`src/rtl/lfsr_pkg.sv`:
```
// lfsr_pkg: shared FSM state type, default taps and LFSR/parity helpers.
package lfsr_pkg;
   typedef enum logic {IDLE, RUN} lfsr_state_e;
   localparam logic [6:0] TAPS_W7 = 7'b110_0000;
   // Operands are zero-extended to 32 bits; callers truncate the result to their width.
   function automatic logic [31:0] lfsr_next(input logic [31:0] s, input logic [31:0] taps);
      return {s[30:0], ^(s & taps)};
   endfunction
   function automatic logic lfsr_parity(input logic [31:0] s, input logic par_sel);
      return par_sel ? ^s : ~^s;
   endfunction
endpackage

```
`src/rtl/lfsr_core.sv`:
```
// lfsr_core: combinational Fibonacci LFSR step and selectable parity.
module lfsr_core import lfsr_pkg::*; #(
   parameter int WIDTH = 7,
   parameter logic [WIDTH-1:0] TAPS = WIDTH'(TAPS_W7)
) (
   input  logic [WIDTH-1:0] state_i,
   input  logic             par_sel_i,
   output logic [WIDTH-1:0] next_state_o,
   output logic             parity_o
);
   assign next_state_o = WIDTH'(lfsr_next(32'(state_i), 32'(TAPS)));
   assign parity_o     = lfsr_parity(32'(state_i), par_sel_i);
endmodule

```
`src/rtl/lfsr_parity_stream.sv`:
```
// lfsr_parity_stream: LFSR pattern source with parity, valid/ready stream,
// seed loading with all-zero recovery, and period measurement.
module lfsr_parity_stream import lfsr_pkg::*; #(
   parameter int WIDTH = 7,
   parameter logic [WIDTH-1:0] TAPS = WIDTH'(TAPS_W7),
   parameter logic [WIDTH-1:0] SEED = WIDTH'(1)
) (
   input  logic             clk,
   input  logic             rst,
   input  logic             en,
   input  logic             load,
   input  logic [WIDTH-1:0] seed_in,
   input  logic             par_sel,
   input  logic             out_ready,
   output logic             out_valid,
   output logic [WIDTH:0]   out_data,
   output logic             lockup_err,
   output logic             period_done,
   output logic [WIDTH-1:0] period_len
);
   lfsr_state_e      fsm_q, fsm_d;
   logic [WIDTH-1:0] lfsr_q, lfsr_d, start_q, start_d, cnt_q, cnt_d, len_q, len_d;
   logic             lockup_q, lockup_d, done_q, done_d;
   logic [WIDTH-1:0] nxt, seed_val;
   logic             parity, idle_load, xfer, hit;

   lfsr_core #(.WIDTH(WIDTH), .TAPS(TAPS)) u_core (
      .state_i      (lfsr_q),
      .par_sel_i    (par_sel),
      .next_state_o (nxt),
      .parity_o     (parity)
   );

   assign out_valid   = fsm_q == RUN;
   assign out_data    = {parity, lfsr_q};
   assign lockup_err  = lockup_q;
   assign period_done = done_q;
   assign period_len  = len_q;
   assign idle_load   = fsm_q == IDLE && load;
   // An all-zero seed would lock the LFSR, so SEED is substituted.
   assign seed_val    = seed_in == '0 ? SEED : seed_in;
   assign xfer        = out_valid && out_ready;
   assign hit         = nxt == start_q;

   always_comb begin
      fsm_d    = fsm_q == IDLE ? (en ? RUN : IDLE) : (xfer && !en ? IDLE : RUN);
      lfsr_d   = idle_load ? seed_val : (xfer ? nxt : lfsr_q);
      start_d  = idle_load ? seed_val : start_q;
      cnt_d    = idle_load ? '0 : (xfer ? (hit ? '0 : cnt_q + 1'b1) : cnt_q);
      len_d    = xfer && hit ? cnt_q + 1'b1 : len_q;
      done_d   = xfer && hit;
      lockup_d = idle_load && seed_in == '0;
   end

   always_ff @(posedge clk or posedge rst) begin
      if (rst) begin
         fsm_q    <= IDLE;
         lfsr_q   <= SEED;
         start_q  <= SEED;
         cnt_q    <= '0;
         len_q    <= '0;
         lockup_q <= 1'b0;
         done_q   <= 1'b0;
      end else begin
         fsm_q    <= fsm_d;
         lfsr_q   <= lfsr_d;
         start_q  <= start_d;
         cnt_q    <= cnt_d;
         len_q    <= len_d;
         lockup_q <= lockup_d;
         done_q   <= done_d;
      end
   end
endmodule

```
`config.mk`:
```
export PLATFORM = sky130hd
export DESIGN_NAME = lfsr_parity_stream
export DESIGN_NICKNAME = d
export VERILOG_FILES = /design/src/rtl/lfsr_pkg.sv /design/src/rtl/lfsr_core.sv /design/src/rtl/lfsr_parity_stream.sv
export SDC_FILE = /design/constraint.sdc
export NUM_CORES = 1
export LEC_CHECK = 0
export ABC_CLOCK_PERIOD_IN_PS = 3200
export CAP_MARGIN = 0
export CORE_MARGIN = 5
export CORE_UTILIZATION = 34
export DETAILED_ROUTE_END_ITERATION = 7
export SLEW_MARGIN = 5
export SYNTH_ARGS = -nofsm -noshare
export SYNTH_HDL_FRONTEND = slang
export SYNTH_SLANG_ARGS = --single-unit
export TNS_END_PERCENT = 50
```
`constraint.sdc`:
```
create_clock -name clk -period 3.2 [get_ports clk]
set_input_delay 0.64 -clock clk [delete_from_list [all_inputs] [get_ports clk]]
set_output_delay 0.64 -clock clk [all_outputs]
set_load 0.01 [all_outputs]
```
### After elaboration in Yosys (flattened, before gate mapping)

Cells that the tools add are included.

* reductions and logical operators: 11
* bitwise logic cells: 1
* $add $sub $neg: 1
* multiplexer cells: 10
* eq/ne operators: 1

Operators with widths (count)
* parity 32 bit: 2
* two-way mux 7 bit: 6
* XNOR reduction 32 bit: 1
* adder 7 x 1 -> 7 bit (second input constant): 1
* == test 7 bit: 1
* zero test 7 bit: 1
* logical AND 1 bit: 5
* two-way mux 1 bit: 4
* nonzero test 2 bit: 1
* zero test 1 bit: 1
* inverter 1 bit: 1

* output and inout port bits: 18
* register bits after elaboration: 31
* input bits: 13
* word-level logic and storage cells: 31

### Longest topological paths before layout

* depth after elaboration: 5
* gate-level depth with buffers: 6
* gate-level depth less buffers: 5

### By module

From an unflattened synthesis, not the netlist that was laid out.

* cell total of the unflattened synthesis: 155
* area, all modules: 1520.2 sq um

Modules (own cells, without submodules)
* lfsr_parity_stream: cells an instance 142, seq. area each 778.2 sq um, area each 1406.3 sq um, instances 1
* lfsr_core: cells an instance 13, seq. area each 0.0 sq um, area each 113.9 sq um, instances 1

### Worst setup path before layout

No wires, ideal clock.

* path kind: input -> output
* from: in par_sel
* to: out out_data[7]
* required time: 2560 ps
* slack: 1368 ps
* buffers on the path: 1
* arrival time: 1192 ps
* cell stages on the path: 4
* path through: xnor2_1 -> xnor2_1 -> xnor2_1 -> buf_4

* longest elaborated chain between the ends: 1

RTL lines
* start, declared: RTL line lfsr_parity_stream.sv:13 `input logic par_sel,`
* two-way mux 1 bit: RTL line lfsr_pkg.sv:10 `return par_sel ? ^s : ~^s;`
* end, declared: RTL line lfsr_parity_stream.sv:16 `output logic [WIDTH:0] out_data,`

No other way between the ends.

### Worst setup path in the final report

Same ends and word-level chain as after synthesis.

==> flow_summary.json <==
{
  "avgSynthCellArea_sq_um": 10.97,
  "worstRegToRegCells": 4,
  "pwr_density_cell_nw_per_um2": 612.3,
  "hp-class": "reg -> reg",
  "rrSetupSlack_ps": 1290,
  "crit_start": "par_sel",
  "grt_setup_unrepaired": "no",
  "cp.arrival_ps": 2100,
  "power_switching_w": 0.0003678,
  "critPathLaunchType": "primary input",
  "rows": 24,
  "totalWireLength_mm": 3.114,
  "grt_antenna_before_repair": 0,
  "p_comb_frac": 0.325,
  "tns_ps": 0,
  "maxCapViolations": 0,
  "drc": 0,
  "antennaDiodeCount": 0,
  "cts_tree": "yes",
  "clockBufferDepth": 2,
  "power.leakage_nw": 0.9091,
  "grt_max_degree": 32,
  "dp_slack_ps": 468.7,
  "layout_common_cells": "clkdlybuf4s50_1 (30), dfrtp_1 (29), nand2_1 (16), nor2_1 (12), xnor2_1 (10)",
  "clk_pin_slew_worst_paths_ps": 60,
  "timing.fmax_mhz": 364.6,
  "dr.pass1.iters": 4,
  "ctsResizeCount": 0,
  "finalSetupViolations": 0,
  "dp_hpwl_mm": 2.294,
  "ys_ff_latch": 31,
  "synthCells": 141,
  "p_sw_frac": 0.3041,
  "synth.distinct_cells": 33,
  "via_count": 1105,
  "crit_top_cell": "xnor2_1",
  "postLayoutCoreUtil": 0.4506,
  "finalClockSkew_ps": 4.570,
  "ir_worst_vdd_v": 0.0005265,
  "io_buffers": 30,
  "post_cts_buffers": 0,
  "critPathKind": "in -> out",
  "seq_power_share": 0.437,
  "critPathMaxFanout": 1,
  "die_h_microns": 77.44,
  "overflow": 0,
  "yosys_warnings": 0,
  "layout_setup_ws_ps": 457.3,
  "grt_util_all_layers": 0.1135,
  "finalNonFillerCells": 227,
  "whs_path_depth": 1,
  "synth_area_sq_um": 1546,
  "crit_chain": "clkdlybuf4s50_1, xnor2_1, xnor2_1, xnor2_1, clkdlybuf4s50_1",
  "root_buffer": "clkbuf_8",
  "gp_congestion": 0.7934,
  "grt_pass1_vias": 1176,
  "cp-end-kind": "output pin",
  "cp_slowest_stage_delay_ps": 560,
  "max_slew.worst_pin.slew_ps": 449.3,
  "r2r-start": "start_q[0]$_DFFE_PP1P_",
  "period_share": 0.8571,
  "core_sq_um": 4384,
  "worstPathRequired_ps": 2560,
  "io-pin-count": 31,
  "clk_latency_ps": 280,
  "hp-start": "period_len[3]$_DFFE_PP0P_",
  "wire_per_inst_microns": 13.72,
  "viasPerCell": 4.868,
  "finalWorstPathRequiredPeriod_ps": 2743,
  "drtAntennaViolNets": 0,
  "cpMaxStageDelayCell": "clkdlybuf4s50_1",
  "outcome": "finished clean",
  "dieArea_sq_um": 5997,
  "relSlewSlack": 0.6994,
  "yosysSeqAreaShare": 0.5032,
  "cts_sinks": 31,
  "slew_violations": 0,
  "power_frac_clock": 0.238,
  "drt_iter0_drc": 78,
  "syn_nets": 155,
  "cell_internal_pwr_w": 0.0008419,
  "num-nets-final": 188,
  "numCtsBuffers": 5,
  "htreeDepth": 2,
  "hold_viol": 0,
  "die_w_microns": 77.44,
  "initial_utilization": 0.3527,
  "placedCellCount": 219,
  "cts_hold_buf": 0,
  "area_growth_pct": 27.75,
  "grt_first_pass_wirelength_mm": 5.471,
  "layout_commonest_cell": "clkdlybuf4s50_1",
  "layout-drive-gt1-share": 0.1486
}
-- cells in the mapped netlist, drive strengths merged --
cell type,count,share of area
nand2,16,0.039
and2,2,0.0081
dfrtp,29,0.47
a22o,1,0.0057
nand3,4,0.013
clkbuf,3,0.0073
a32o,2,0.013
and3,1,0.0040
a21boi,4,0.019
buf,4,0.019
nor3b,1,0.0049
xnor2,10,0.057
nand4,1,0.0081
xor2,8,0.045
inv,4,0.0097
mux2i,3,0.019
o21ai,4,0.013
a21o,1,0.0049
a22oi,6,0.029
or2,1,0.0057
ha,1,0.0081
or3,2,0.0081
a21oi,2,0.0065
nor3,1,0.0065
nand3b,1,0.0049
mux2,12,0.097
a31oi,2,0.0081
dfstp,2,0.034
nor2b,1,0.0040
nor2,12,0.029
-- sequential cells by signal (all words and copies together) (netlist names) --
| signal | count |
|---|---|
| out_valid | 1 |
| period_len | 7 |
| cnt_q | 7 |
| lockup_err | 1 |
| start_q | 7 |
| period_done | 1 |
| lfsr_q | 7 |
-- routing by layer --
| metal | vias to the layer above | global-route usage | part of all wire |
|---|---|---|---|
| met5 | - | 0 | 0 |
| li1 | 546 | - | - |
| met4 | 0 | 0.04639 | 0.012 |
| met2 | 27 | 0.1818 | 0.48 |
| met3 | 6 | 0.03588 | 0.046 |
| met1 | 526 | 0.1415 | 0.47 |
-- power by group through the flow --
stage	clock [W]	combinational, W	sequential, W
3_3_place_gp	0	0.000396	0.000533
4_1_cts	0.000299	0.000402	0.000530
5_1_grt	0.000312	0.000436	0.000539
3_5_place_dp	0	0.000398	0.000536
2_1_floorplan	0	0.000250	0.000536
6_report	0.000288	0.000394	0.000528
-- worst max-delay path: cells and delay by family --
| kind | cells | cell delay (ps) |
|---|---|---|
| buffers and inverters | 2 | 1030 |
| XOR/XNOR | 3 | 430 |
-- path summary, 6_finish.rpt --
check	endpoint
min in group asynchronous	lfsr_q[4]$_DFFE_PP0P_
max in group asynchronous	start_q[0]$_DFFE_PP1P_
setup reg to reg	period_len[3]$_DFFE_PP0P_
setup / recovery	out_data[7]
hold / removal	period_len[3]$_DFFE_PP0P_
hold reg to reg	period_len[3]$_DFFE_PP0P_
-- metrics by stage --
stage	instance area (sq um)	hold slack [ps]	total power, W
5_1_grt	1976	533.9	0.001287
2_1_floorplan	1546	483.7	0.0007869
6_report	1976	509.4	0.001210
3_5_place_dp	1894	500.9	0.0009338
3_3_place_gp	1894	490.3	0.0009289
4_1_cts	1976	514.8	0.001230
-- final cells by class --
cell class                      count  area, sq um
Fill cell                         407         2409
Sequential cell                    31        778.2
Multi-Input combinational cell     99        713.2
Timing Repair Buffer               33        322.8
Clock buffer                        7        76.32
Tap cell                           52        65.06
Inverter                            4        15.01
Clock inverter                      1        5.005
-- logic make-up after synthesis --
kind of cell | Yosys count | synth area share
buf+inv | 11 | 0.03560
fa+ha+maj | 1 | 0.008089
compound gates | 22 | 0.09952
mux | 15 | 0.1165
simple gates | 43 | 0.1351
xor+xnor | 18 | 0.1019
flops | 31 | 0.5032
(Power assumes the default switching activity.)
